===== config.mk =====
export PLATFORM = sky130hd
export DESIGN_NAME = irq_ctrl_flat
export DESIGN_NICKNAME = d
export VERILOG_FILES = /design/src/rtl/irq_ctrl_if.sv /design/src/rtl/irq_ctrl.sv /design/src/flat_wrapper.sv
export SDC_FILE = /design/constraint.sdc
export NUM_CORES = 1
export LEC_CHECK = 0
export ABC_AREA = 1
export CAP_MARGIN = 20
export CORE_AREA = 2 2 92 129
export DETAILED_ROUTE_END_ITERATION = 6
export DIE_AREA = 0 0 94 131
export PLACE_DENSITY_LB_ADDON = 0.05
export SYNTH_ARGS = -nofsm -noshare
export SYNTH_HDL_FRONTEND = slang
export SYNTH_SLANG_ARGS = --single-unit

===== constraint.sdc =====
create_clock -name clk -period 21.9 [get_ports clk]
set_clock_uncertainty 0.1 [all_clocks]
set_input_delay 4.38 -clock clk [delete_from_list [all_inputs] [get_ports clk]]
set_output_delay 4.38 -clock clk [all_outputs]
set_load 0.1 [all_outputs]

===== src/rtl/irq_ctrl_if.sv =====
// Register bus between device_mux and the interrupt controller slave port.
// Byte strobes qualify the access; ack is returned by the slave.
interface irq_ctrl_if;
    logic [15:0] data_write;
    logic [15:0] data_read;
    logic [7:0]  addr;
    logic        uds;
    logic        lds;
    logic        rw;
    logic        ack;

    modport master (
        output data_write, addr, uds, lds, rw,
        input  data_read, ack
    );

    modport slave (
        input  data_write, addr, uds, lds, rw,
        output data_read, ack
    );
endinterface


===== src/rtl/irq_ctrl.sv =====
// TG68 interrupt controller: latches peripheral requests, masks them, maps them to 68k levels
// and presents the highest active level on ipl_n. Registers sit behind a strobe/ack slave port.
module irq_ctrl #(
    parameter int unsigned NUM_SRC = 8
) (
    input  logic               clk,
    input  logic               reset,
    input  logic [NUM_SRC-1:0] irq_src,
    irq_ctrl_if.slave          bus,
    output logic [2:0]         ipl_n
);

    logic [NUM_SRC-1:0]      s1_q, s1_d, s2_q, s2_d, s3_q, s3_d;
    logic [NUM_SRC-1:0]      pending_q, pending_d;
    logic [NUM_SRC-1:0]      enable_q, enable_d;
    logic [NUM_SRC-1:0]      edge_mode_q, edge_mode_d;
    logic [NUM_SRC-1:0][2:0] prio_q, prio_d;
    logic                    ack_q, ack_d;
    logic [15:0]             data_read_q, data_read_d;
    logic [2:0]              lvl_q, lvl_d;

    logic               access, commit, wr, rd;
    logic [6:0]         word;
    logic [NUM_SRC-1:0] active, w1c, edge_set;
    logic [2:0]         win_idx, win_prio;
    logic [15:0]        prio_lo, prio_hi, rdata;
    logic               unused_bits;

    assign access = bus.uds | bus.lds;
    // The edge where ack goes 0->1 is the single commit point of an access.
    assign commit = access & ~ack_q;
    assign wr     = commit & ~bus.rw;
    assign rd     = commit & bus.rw;
    assign word   = bus.addr[7:1];

    assign unused_bits = ^{bus.addr[0], bus.data_write[15], bus.data_write[11],
                           bus.data_write[7], bus.data_write[3]};

    always_comb begin
        active = '0;
        for (int i = 0; i < NUM_SRC; i++) begin
            active[i] = pending_q[i] & enable_q[i] & (prio_q[i] != 3'd0);
        end
    end

    // Strict '>' keeps the lowest index on a priority tie.
    always_comb begin
        win_idx  = 3'd0;
        win_prio = 3'd0;
        for (int i = 0; i < NUM_SRC; i++) begin
            if (active[i] && (prio_q[i] > win_prio)) begin
                win_prio = prio_q[i];
                win_idx  = 3'(i);
            end
        end
    end

    always_comb begin
        prio_lo = '0;
        prio_hi = '0;
        for (int i = 0; i < 4; i++) begin
            prio_lo[4*i +: 3] = prio_q[i];
            prio_hi[4*i +: 3] = prio_q[i+4];
        end
    end

    always_comb begin
        rdata = '0;
        case (word)
            7'd0:    rdata[7:0] = pending_q;
            7'd1:    rdata[7:0] = enable_q;
            7'd2:    rdata[7:0] = edge_mode_q;
            7'd3:    rdata      = {win_prio != 3'd0, 12'd0, win_idx};
            7'd4:    rdata      = prio_lo;
            7'd5:    rdata      = prio_hi;
            default: rdata      = '0;
        endcase
    end

    always_comb begin
        s1_d        = irq_src;
        s2_d        = s1_q;
        s3_d        = s2_q;
        enable_d    = enable_q;
        edge_mode_d = edge_mode_q;
        prio_d      = prio_q;
        w1c         = '0;
        if (wr) begin
            case (word)
                7'd0: if (bus.lds) w1c = bus.data_write[7:0];
                7'd1: if (bus.lds) enable_d = bus.data_write[7:0];
                7'd2: if (bus.lds) edge_mode_d = bus.data_write[7:0];
                7'd4, 7'd5: begin
                    if (bus.lds) begin
                        prio_d[{word[0], 2'd0}] = bus.data_write[2:0];
                        prio_d[{word[0], 2'd1}] = bus.data_write[6:4];
                    end
                    if (bus.uds) begin
                        prio_d[{word[0], 2'd2}] = bus.data_write[10:8];
                        prio_d[{word[0], 2'd3}] = bus.data_write[14:12];
                    end
                end
                default: ;
            endcase
        end

        // Edge set is applied after W1C so a coincident new edge is not lost.
        edge_set = s2_q & ~s3_q;
        for (int i = 0; i < NUM_SRC; i++) begin
            pending_d[i] = edge_mode_q[i] ? ((pending_q[i] & ~w1c[i]) | edge_set[i]) : s2_q[i];
        end

        ack_d       = access;
        data_read_d = rd ? rdata : data_read_q;
        lvl_d       = win_prio;
    end

    always_ff @(posedge clk) begin
        if (reset) begin
            s1_q        <= '0;
            s2_q        <= '0;
            s3_q        <= '0;
            pending_q   <= '0;
            enable_q    <= '0;
            edge_mode_q <= '0;
            prio_q      <= '0;
            ack_q       <= 1'b0;
            data_read_q <= '0;
            lvl_q       <= 3'd0;
        end else begin
            s1_q        <= s1_d;
            s2_q        <= s2_d;
            s3_q        <= s3_d;
            pending_q   <= pending_d;
            enable_q    <= enable_d;
            edge_mode_q <= edge_mode_d;
            prio_q      <= prio_d;
            ack_q       <= ack_d;
            data_read_q <= data_read_d;
            lvl_q       <= lvl_d;
        end
    end

    assign bus.ack       = ack_q;
    assign bus.data_read = data_read_q;
    assign ipl_n         = ~lvl_q;

endmodule


===== src/flat_wrapper.sv =====
// flat-port wrapper written by rule: the top's interface ports become plain ports
module irq_ctrl_flat 
#(
    parameter int unsigned NUM_SRC = 8
)
  (clk, reset, irq_src, ipl_n, bus_data_write, bus_addr, bus_uds, bus_lds, bus_rw, bus_data_read, bus_ack);
  irq_ctrl_if bus_i ();
  input  logic clk;
  input  logic reset;
  input  logic [NUM_SRC-1:0] irq_src;
  output logic [2:0] ipl_n;
  input wire logic [$bits(bus_i.data_write)-1:0] bus_data_write;
  input wire logic [$bits(bus_i.addr)-1:0] bus_addr;
  input wire logic [$bits(bus_i.uds)-1:0] bus_uds;
  input wire logic [$bits(bus_i.lds)-1:0] bus_lds;
  input wire logic [$bits(bus_i.rw)-1:0] bus_rw;
  output wire logic [$bits(bus_i.data_read)-1:0] bus_data_read;
  output wire logic [$bits(bus_i.ack)-1:0] bus_ack;
  assign bus_i.data_write = bus_data_write;
  assign bus_i.addr = bus_addr;
  assign bus_i.uds = bus_uds;
  assign bus_i.lds = bus_lds;
  assign bus_i.rw = bus_rw;
  assign bus_data_read = bus_i.data_read;
  assign bus_ack = bus_i.ack;
  irq_ctrl #(.NUM_SRC(NUM_SRC)) u_core (.clk(clk), .reset(reset), .irq_src(irq_src), .bus(bus_i), .ipl_n(ipl_n));
endmodule

## Word-level counts from Yosys, hierarchy flattened

Cells that the tools add are included.

- Register bits after elaboration: 92
- Bits of input ports: 37
- Output and inout bits: 20
- Word-level logic and storage cells: 157

- Magnitude comparators: 16
- Equality and inequality tests: 5
- Mux-type cells: 44
- Bitwise operators: 49
- Reductions and logical operators: 26

Operators by type and width:

| operator | count |
|---|---|
| 24-bit bitwise mux | 4 |
| 24-bit two-way mux | 4 |
| 3-bit two-way mux | 16 |
| 8-bit one-hot mux with 6 select lines | 1 |
| 1-bit bitwise AND | 27 |
| 3-bit nonzero test | 9 |
| 8-bit two-way mux | 3 |
| 8-bit one-hot mux with 3 select lines | 1 |
| 3-bit greater-than comparator | 7 |
| 3-bit by 4-bit < comparator with 1-bit output, second input constant | 4 |
| 7-bit by 2-bit equality test with 1-bit output, second input constant | 2 |
| 7-bit by 3-bit equality test with 1-bit output, second input constant | 2 |
| 3-bit demux with 1-bit select | 4 |
| 3-bit by 1-bit greater-or-equal comparator with 1-bit output, second input constant | 4 |
| 1-bit logical AND | 12 |
| 1-bit inverter | 10 |
| 1-bit two-way mux | 9 |
| 1-bit OR | 9 |
| 8-bit bitwise AND | 1 |
| 8-bit inverter | 1 |
| 7-bit by 1-bit equality test with 1-bit output, second input constant | 1 |
| 7-bit logical NOT | 1 |
| 3-bit AND reduction | 2 |
| 2-bit two-way mux | 2 |
| other kinds (4) | 4 |

## Depth between registers and ports, before layout

Gate-level depths: netlist (run 1).

- Depth after elaboration: 27
- Depth in mapped cells: 56
- Depth with buffers taken out: 56

## Worst setup path after synthesis (run 1)

No wires, ideal clock.

- Path type: register to register
- Start: reg u_core.prio_q (netlist bit u_core.prio_lo[1])
- End: reg u_core.data_read_q[15], in the netlist u_core.bus.data_read[15]
- Setup time: 0.126 ns
- Arrival time: 7.138 ns
- Data required time: 21.674 ns
- Setup slack: 14.536 ns
- Stages on the path, launching flop included: 52
- Buffers on the path: 0
- Clock period less this slack: 7.364 ns
- Cells stage by stage: dfxtp_1 -> inv_1 -> a2111oi_1 -> ha_1 -> nand3_2 -> nand2_2 -> nor2_4 -> nand2_4 -> nand2_1 -> o21ai_1 -> ha_1 -> o21ai_0 -> nand3_2 -> nand3_2 -> nand2_4 -> nand2_1 -> o21ai_1 -> ha_1 -> [16 not listed] -> nand2_4 -> nand2_1 -> nand2_1 -> ha_1 -> nand2_1 -> o21ai_0 -> nand2_1 -> inv_1 -> nand2_1 -> and2_1 -> ha_1 -> nand2_1 -> o21ai_0 -> nand2_1 -> o21ai_0 -> nand3_1 -> nand2_1 -> a21oi_2

- Word-level cells in the longest chain between the ends: 27
- Elaborated cells on any way between the ends: 28
- Those cells by class: order compare: 8; mux: 9; bitwise: 1; reduce/logical: 10

Ends and longest elaborated chain:

| item | line | RTL |
|---|---|---|
| start: declaration | irq_ctrl.sv:17 | `logic [NUM_SRC-1:0][2:0] prio_q, prio_d;` |
| start signal: assignment | irq_ctrl.sv:137 | `prio_q <= prio_d;` |
| branches (longest 3 deep; another with 3-bit by 1-bit greater-than comparator with 1-bit output) | - |  |
| 3-bit two-way mux (*) | irq_ctrl.sv:51 | `if (active[i] && (prio_q[i] > win_prio)) begin` |
| 3-bit greater-than comparator | irq_ctrl.sv:51 |  |
| 1-bit logical AND | irq_ctrl.sv:51 |  |
| 3-bit two-way mux (*) | irq_ctrl.sv:51 |  |
| 3-bit greater-than comparator | irq_ctrl.sv:51 |  |
| 1-bit logical AND | irq_ctrl.sv:51 |  |
| 3-bit two-way mux (*) | irq_ctrl.sv:51 |  |
| [9 not listed] | - |  |
| 3-bit greater-than comparator | irq_ctrl.sv:51 |  |
| 1-bit logical AND | irq_ctrl.sv:51 |  |
| 3-bit two-way mux (*) | irq_ctrl.sv:51 |  |
| 3-bit greater-than comparator | irq_ctrl.sv:51 |  |
| 1-bit logical AND | irq_ctrl.sv:51 |  |
| 3-bit two-way mux (*) | irq_ctrl.sv:51 |  |
| 3-bit nonzero test (*) | irq_ctrl.sv:73 | `7'd3: rdata = {win_prio != 3'd0, 12'd0, win_idx};` |
| 8-bit one-hot mux with 3 select lines (*) | irq_ctrl.sv:69 | `case (word)` |
| end signal: assignment | irq_ctrl.sv:139 | `data_read_q <= data_read_d;` |
| end: declaration | irq_ctrl.sv:19 | `logic [15:0] data_read_q, data_read_d;` |

Mark *: on every way between the ends.
A chain may end at the register's enable or synchronous reset.

## Final worst setup path (run 1)

- Start: reg u_core.enable_q[0]
- End: reg u_core.data_read_q[15], in the netlist u_core.bus.data_read[15]

- Word-level cells in the longest chain between the ends: 27

Ends and longest elaborated chain:

| item | line | RTL |
|---|---|---|
| start: declaration | irq_ctrl.sv:15 | `logic [NUM_SRC-1:0] enable_q, enable_d;` |
| start signal: assignment | irq_ctrl.sv:135 | `enable_q <= enable_d;` |
| 1-bit bitwise AND (*) (2 in series) | irq_ctrl.sv:42 | `active[i] = pending_q[i] & enable_q[i] & (prio_q[i] != 3'd0);` |
| 1-bit logical AND (*) | irq_ctrl.sv:51 |  |
| 3-bit two-way mux (*) | irq_ctrl.sv:51 |  |
| 3-bit greater-than comparator | irq_ctrl.sv:51 |  |
| 1-bit logical AND | irq_ctrl.sv:51 |  |
| 3-bit two-way mux (*) | irq_ctrl.sv:51 |  |
| 3-bit greater-than comparator | irq_ctrl.sv:51 |  |
| 1-bit logical AND | irq_ctrl.sv:51 |  |
| [10 not listed] | - |  |
| 3-bit greater-than comparator | irq_ctrl.sv:51 |  |
| 1-bit logical AND | irq_ctrl.sv:51 |  |
| 3-bit two-way mux (*) | irq_ctrl.sv:51 |  |
| 3-bit greater-than comparator | irq_ctrl.sv:51 |  |
| 1-bit logical AND | irq_ctrl.sv:51 |  |
| 3-bit two-way mux (*) | irq_ctrl.sv:51 |  |
| 3-bit nonzero test (*) | irq_ctrl.sv:73 |  |
| 8-bit one-hot mux with 3 select lines (*) | irq_ctrl.sv:69 |  |

Every way passes the cells marked *; elsewhere a longest branch is shown, timed or not.

==> impl_metrics.json, run 1 <==
{
  "antenna_found_initial": 0,
  "grt_setup_unrepaired": "false",
  "core_sq_um": 11200,
  "hold_class": "reg -> reg",
  "final_cells": 793,
  "cts_buffers": 9,
  "grt_usage": 0.197,
  "worstMarginPinSlew_ns": 1.01,
  "die-area_sq_um": 12300,
  "drv_cap": 0,
  "synth_area_leaders": "dfxtp_1 (42%), nand2_1 (8.7%), inv_1 (7.6%), a21oi_1 (7.4%), o21ai_0 (7.3%)",
  "fin_nets": 694,
  "synthTopCellsByCount": "nand2_1 (101), dfxtp_1 (91), inv_1 (88), a21oi_1 (65), o21ai_0 (64)",
  "timing.final.crit_share": 0.384,
  "arrival_ns": 8.54,
  "vias_per_cell": 5.04,
  "clkTransAtPathRegs_ns": 0.07,
  "synth_async_sr_flop_share": 0,
  "diodes": 0,
  "cts_tree": "done",
  "synth.avg_cell_area_sq_um": 7.34,
  "cts-root-buf": "clkbuf_16",
  "num_vias": 3995,
  "grt_pass1_wl_um": 18700,
  "synth-edff-count": 0,
  "critical_path.max_stage_delay_ns": 0.56,
  "portBuffers": 52,
  "crit_top_cell": "nand2_1",
  "drive_gt1_frac": 0.0909,
  "fin_setup_tns_ns": 0,
  "period_minus_slack_ns": 8.41,
  "drc": 0,
  "clock_latency_ns": 0.34,
  "start_util": 0.389,
  "outcome": "complete, no violations",
  "ant_nets": 0,
  "hold_viol_final": 0,
  "dieHeight_um": 131,
  "gr-total-overflow": 0,
  "max_slew_margin": 0.320,
  "routed_wl_um": 11500,
  "critPathMaxFanout": 7,
  "yosysMostFrequentCell": "nand2_1",
  "grt_max_degree": 52,
  "dp_hpwl_um": 8730,
  "finalSetupViolations": 0,
  "grt_pass1_vias": 3823,
  "htree_levels": 3,
  "crit_path_start_kind": "register",
  "path_class": "reg -> reg",
  "rows": 46,
  "slew_viol_final": 0,
  "fmax_mhz": 119,
  "die_w_um": 94,
  "synth.distinct_cells": 40,
  "mappedNetlistArea_sq_um": 4370,
  "yosys_register_bits": 91,
  "ys_warn_count": 0,
  "crit_buf_inv": 4,
  "synth_nets": 645,
  "clockBufferDepth": 2,
  "holdBufCountCts": 0,
  "cts_setup_buffers": 0,
  "gp_congestion": 0.908,
  "end_kind": "register",
  "cts_sinks": 91,
  "leakagePower_uw": 0.00216,
  "drt_pass1_iterations": 4,
  "cpLargestDelayFamily": "compound AO/OA/AOI/OAI gates",
  "synth_cells": 595,
  "drt_iter0_drc": 141,
  "io_pins": 57,
  "yosysSeqAreaShare": 0.417,
  "synth.largest_area_cell": "dfxtp_1",
  "fin_total_pwr_uw": 333,
  "vdd_drop_max_v": 0.0000371,
  "dp_cells": 774,
  "synth_top_area_share": 0.417,
  "postCtsResizedCells": 0,
  "areaGrowthSynthToFinish_pct": 22.1,
  "ys.flop_type": "dfxtp_1",
  "powerDensity_nw_per_um2": 62.5,
  "slowest_stage": "a2111oi_1",
  "wire_per_inst_um": 14.4,
  "cp.required_ns": 22.03
}
-- power by group --
part | switching, uW | internal (uW) | total (uW)
clock network | 66.7 | 78.0 | 145
logic | 11.8 | 8.08 | 19.9
registers | 1.03 | 168 | 169
-- cell type report --
cell class / instances / area, sq um
Sequential cell: 91 / 1820
Fill cell: 1171 / 5890
Inverter: 90 / 338
Tap cell: 144 / 180
Clock buffer: 10 / 229
Timing Repair Buffer: 59 / 586
Multi-Input combinational cell: 393 / 2130
Clock inverter: 6 / 47.5
-- tightest hold or removal path, delay by kind of cell, from the launching register on --
family	cells	cell delay (ns)
buf+inv	1	0.04
simple gates	1	0.03
flops	1	0.29
-- path summary, 6_finish.rpt --
kind,startpoint,to,slack [ns],cells past startpoint
setup / recovery,u_core.enable_q[0]$_SDFFE_PP0P_,u_core.bus.data_read[15]$_SDFFE_PP0P_,13.49,50
hold / removal,u_core.s1_q[3]$_SDFF_PP0_,u_core.s2_q[3]$_SDFF_PP0_,0.30,2
setup reg to reg,u_core.enable_q[0]$_SDFFE_PP0P_,u_core.bus.data_read[15]$_SDFFE_PP0P_,13.49,50
hold reg to reg,u_core.s1_q[3]$_SDFF_PP0_,u_core.s2_q[3]$_SDFF_PP0_,0.30,2
-- registers in the layout (all words and copies together) (netlist names) --
register	flops
u_core.s1_q	8
u_core.prio_hi	12
u_core.s2_q	8
u_core.bus.data_read	15
u_core.lvl_q	3
u_core.pending_q	8
u_core.enable_q	8
u_core.s3_q	8
u_core.edge_mode_q	8
u_core.prio_lo	12
u_core.bus.ack	1
-- per-layer routing --
metal / global-route usage / wire (um)
met1: 0.244 / 5180
met4: 0.0810 / 272
met2: 0.340 / 5650
met3: 0.0315 / 353
met5: 0 / 0
-- metrics by stage --
stage / hold slack, ns / util / worst slack (ns) / instance area [sq um]
floorplan: 0.288 / - / 14.54 / 4370
global placement: 0.290 / 0.447 / 13.61 / 5020
detailed placement: 0.297 / 0.447 / 13.52 / 5020
CTS: 0.307 / 0.472 / 13.47 / 5290
global route: 0.315 / 0.475 / 12.70 / 5330
finish: 0.303 / 0.475 / 13.49 / 5330
-- layout by cell type (no fill, tap or decap), types with 2 or more instances in the layout --
cell type / synthesis / final
o22ai_1: 8 / 8
nor3_1: 9 / 8
clkdlybuf4s50_1: 0 / 51
inv_1: 88 / 88
clkbuf_16: 0 / 9
o21ai_0: 64 / 64
buf_2: 0 / 2
dfxtp_1: 91 / 91
nor3_2: 1 / 2
nand3_2: 12 / 12
inv_6: 0 / 2
a21oi_1: 65 / 65
nand2_4: 7 / 7
o21ai_1: 6 / 6
nand3_1: 25 / 25
o311ai_0: 2 / 2
nor2_1: 43 / 43
ha_1: 13 / 13
a31oi_1: 2 / 2
o211ai_1: 8 / 8
and2_1: 2 / 2
nand2_2: 7 / 7
buf_4: 1 / 4
o31ai_1: 2 / 2
clkinv_4: 0 / 2
nand2_1: 101 / 101
-- cell families after synthesis --
family                     count (synthesis)  share of synthesized area
and+or+nand+nor                          213                      0.236
AOI/OAI and AO/OA                        166                      0.213
buffers and inverters                    111                     0.0962
DFF                                       91                      0.417
adders and majority gates                 13                     0.0372
other                                      1                   0.000858
No activity file was read; power rests on OpenSTA's default activity.
==> inputs of run 2 (changes only) <==
==> constraint.sdc (replaced) <==
create_clock -name clk -period 6.85 [get_ports clk]
set_clock_uncertainty 0.1 [all_clocks]
set_input_delay 1.37 -clock clk [delete_from_list [all_inputs] [get_ports clk]]
set_output_delay 1.37 -clock clk [all_outputs]
set_load 0.1 [all_outputs]
==> impl_metrics.json, run 2 (synthesis gave the netlist of run 1 again) <==
{
  "crit_path_start_kind": "register",
  "hold_class": "reg -> reg",
  "drc": 0,
  "critPathLaunch": "u_core.prio_lo[2]$_SDFFE_PP0P_",
  "reg2reg_depth": 51,
  "antenna_found_initial": 0,
  "period_minus_slack_ns": 7.38,
  "diodes": 0,
  "end_kind": "register",
  "cts-root-buf": "clkbuf_16",
  "fmax_mhz": 136,
  "vdd_drop_max_v": 0.000115,
  "ant_nets": 0,
  "powerDensity_nw_per_um2": 176,
  "clockBufferDepth": 2,
  "portBuffers": 52,
  "gp_congestion": 0.905,
  "finalSetupViolations": 7,
  "largest_reg_flops": 15,
  "drt_pass1_iterations": 4,
  "final_common_cell": "dfxtp_1",
  "grt_setup_unrepaired": "true",
  "stdcell_area_sq_um": 6270,
  "endpoint": "u_core.bus.data_read[15]$_SDFFE_PP0P_",
  "layout_common_cells": "dfxtp_1 (87), nand2_1 (83), inv_1 (81), a21oi_1 (63), buf_4 (60)",
  "final_cells": 852,
  "rows": 46,
  "violations": "setup timing",
  "areaGrowthSynthToFinish_pct": 43.6,
  "reg2reg_to": "u_core.bus.data_read[15]$_SDFFE_PP0P_",
  "routed_wl_um": 12900,
  "htree_levels": 3,
  "gr-total-overflow": 0,
  "dp_hpwl_um": 9220,
  "r2r-start": "u_core.prio_lo[2]$_SDFFE_PP0P_",
  "die_w_um": 94,
  "drive_gt1_frac": 0.264,
  "cts_buffers": 9,
  "cts_tree": "done",
  "hold_viol_final": 0,
  "setup_ws_ns": -0.526,
  "core_sq_um": 11200,
  "die-area_sq_um": 12300,
  "leakagePower_uw": 0.00256,
  "dp_cells": 813,
  "start_util": 0.389,
  "cts_sinks": 91,
  "dieHeight_um": 131,
  "timing.final.crit_share": 1.08,
  "path_class": "reg -> reg",
  "grt_pass1_vias": 4286,
  "io_pins": 57,
  "num_vias": 4294,
  "pre_cts_ws_ns": -0.681,
  "critical_path.max_stage_delay_ns": 0.38,
  "drt_iter0_drc": 175,
  "outcome": "finished with violations",
  "critPathMaxFanout": 6,
  "post-route-util": 0.559,
  "grt_pass1_wl_um": 20600,
  "fin_nets": 754,
  "drv_cap": 0,
  "grt_max_degree": 52,
  "max_slew_margin": 0.305,
  "rrSetupSlack_ns": -0.53,
  "wire_per_inst_um": 15.1,
  "vias_per_cell": 5.04,
  "crit_top_cell": "nand2_4",
  "worstMarginPinSlew_ns": 1.04,
  "multi_input_area_sq_um": 2580,
  "arrival_ns": 7.51,
  "fill_cells": 1098,
  "dpl_cell_area_sq_um": 5390,
  "slowest_stage": "a2111oi_4",
  "holdBufCountCts": 0,
  "grt_usage": 0.216,
  "clock_latency_ns": 0.35,
  "clkTransAtPathRegs_ns": 0.07,
  "register_area_sq_um": 1830,
  "slew_viol_final": 0,
  "cp.required_ns": 6.98
}
[run 2: cell types whose count changed in the layout (fill, tap and decap cells not counted), sizes merged]
cell,previous run,this run
clkbuf,11,10
bufinv,0,1
clkinv,4,1
buf,7,68
clkinvlp,1,2
[run 2: report_power, final]
group          switching (uW)  leakage, uW  internal (uW)
registers                3.29     0.000740            536
clock network             215     0.000136            284
logic                    38.0      0.00169           26.5
[run 2: per-stage QoR]
step                      TNS, ns  hold WS, ns  power, uW
after floorplan           -0.0994        0.288        584
after global placement      -3.51        0.290        614
after detailed placement    -4.28        0.295        615
after CTS                   -2.11        0.305       1110
after global routing        -5.33        0.315       1140
final                       -3.18        0.302       1100
[run 2: metal layers]
layer / vias to the layer above / global-route usage / share of wire
met2: 63 / 0.398 / 0.52
met4: 0 / 0.0639 / 0.016
met1: 2042 / 0.256 / 0.44
li1: 2173 / - / -
met5: - / 0 / 0
met3: 16 / 0.0344 / 0.021
[run 2: critical path: cells and delay by family, from the launching register on]
family / cells / cell delay (ns)
buf+inv: 2 / 0.23
flops: 1 / 0.36
simple gates: 30 / 2.69
compound gates: 12 / 2.05
fa+ha+maj: 7 / 1.86
[run 2: how the worst min path moves through the flow]
stage	startpoint	to	slack [ns]	cells past startpoint
6_report	u_core.s1_q[0]$_SDFF_PP0_	u_core.s2_q[0]$_SDFF_PP0_	0.30	2
5_1_grt	u_core.s1_q[3]$_SDFF_PP0_	u_core.s2_q[3]$_SDFF_PP0_	0.31	2
4_1_cts	u_core.s1_q[0]$_SDFF_PP0_	u_core.s2_q[0]$_SDFF_PP0_	0.30	2
3_5_place_dp	u_core.s1_q[0]$_SDFF_PP0_	u_core.s2_q[0]$_SDFF_PP0_	0.30	2
3_3_place_gp	u_core.s1_q[3]$_SDFF_PP0_	u_core.s2_q[3]$_SDFF_PP0_	0.29	2
2_1_floorplan	u_core.s1_q[0]$_SDFF_PP0_	u_core.s2_q[0]$_SDFF_PP0_	0.29	2
[run 2: layout make-up]
type,instances,area share
inverter,90,0.0542
sequential,91,0.292
clock buffer,10,0.0365
timing repair buffer,119,0.167
clock inverter,5,0.00997
tap,144,0.0287
multi-input combinational,393,0.412
[run 2: timing repair]
item,4_1_cts,5_1_grt
resized for setup,43,35
pin swaps,34,39
setup endpoints to repair,7,7
buffers inserted,15,6
==> inputs of run 3 (changes only) <==
--- a/config.mk
+++ b/config.mk
@@ -8,6 +8,7 @@
 export ABC_AREA = 1
 export CAP_MARGIN = 20
 export CORE_AREA = 2 2 92 129
+export CTS_CLUSTER_DIAMETER = 100
 export DETAILED_ROUTE_END_ITERATION = 6
 export DIE_AREA = 0 0 94 131
 export PLACE_DENSITY_LB_ADDON = 0.05
==> results of run 3 <==
No change in the layout: final DEF, timing and power equal those of run 2.
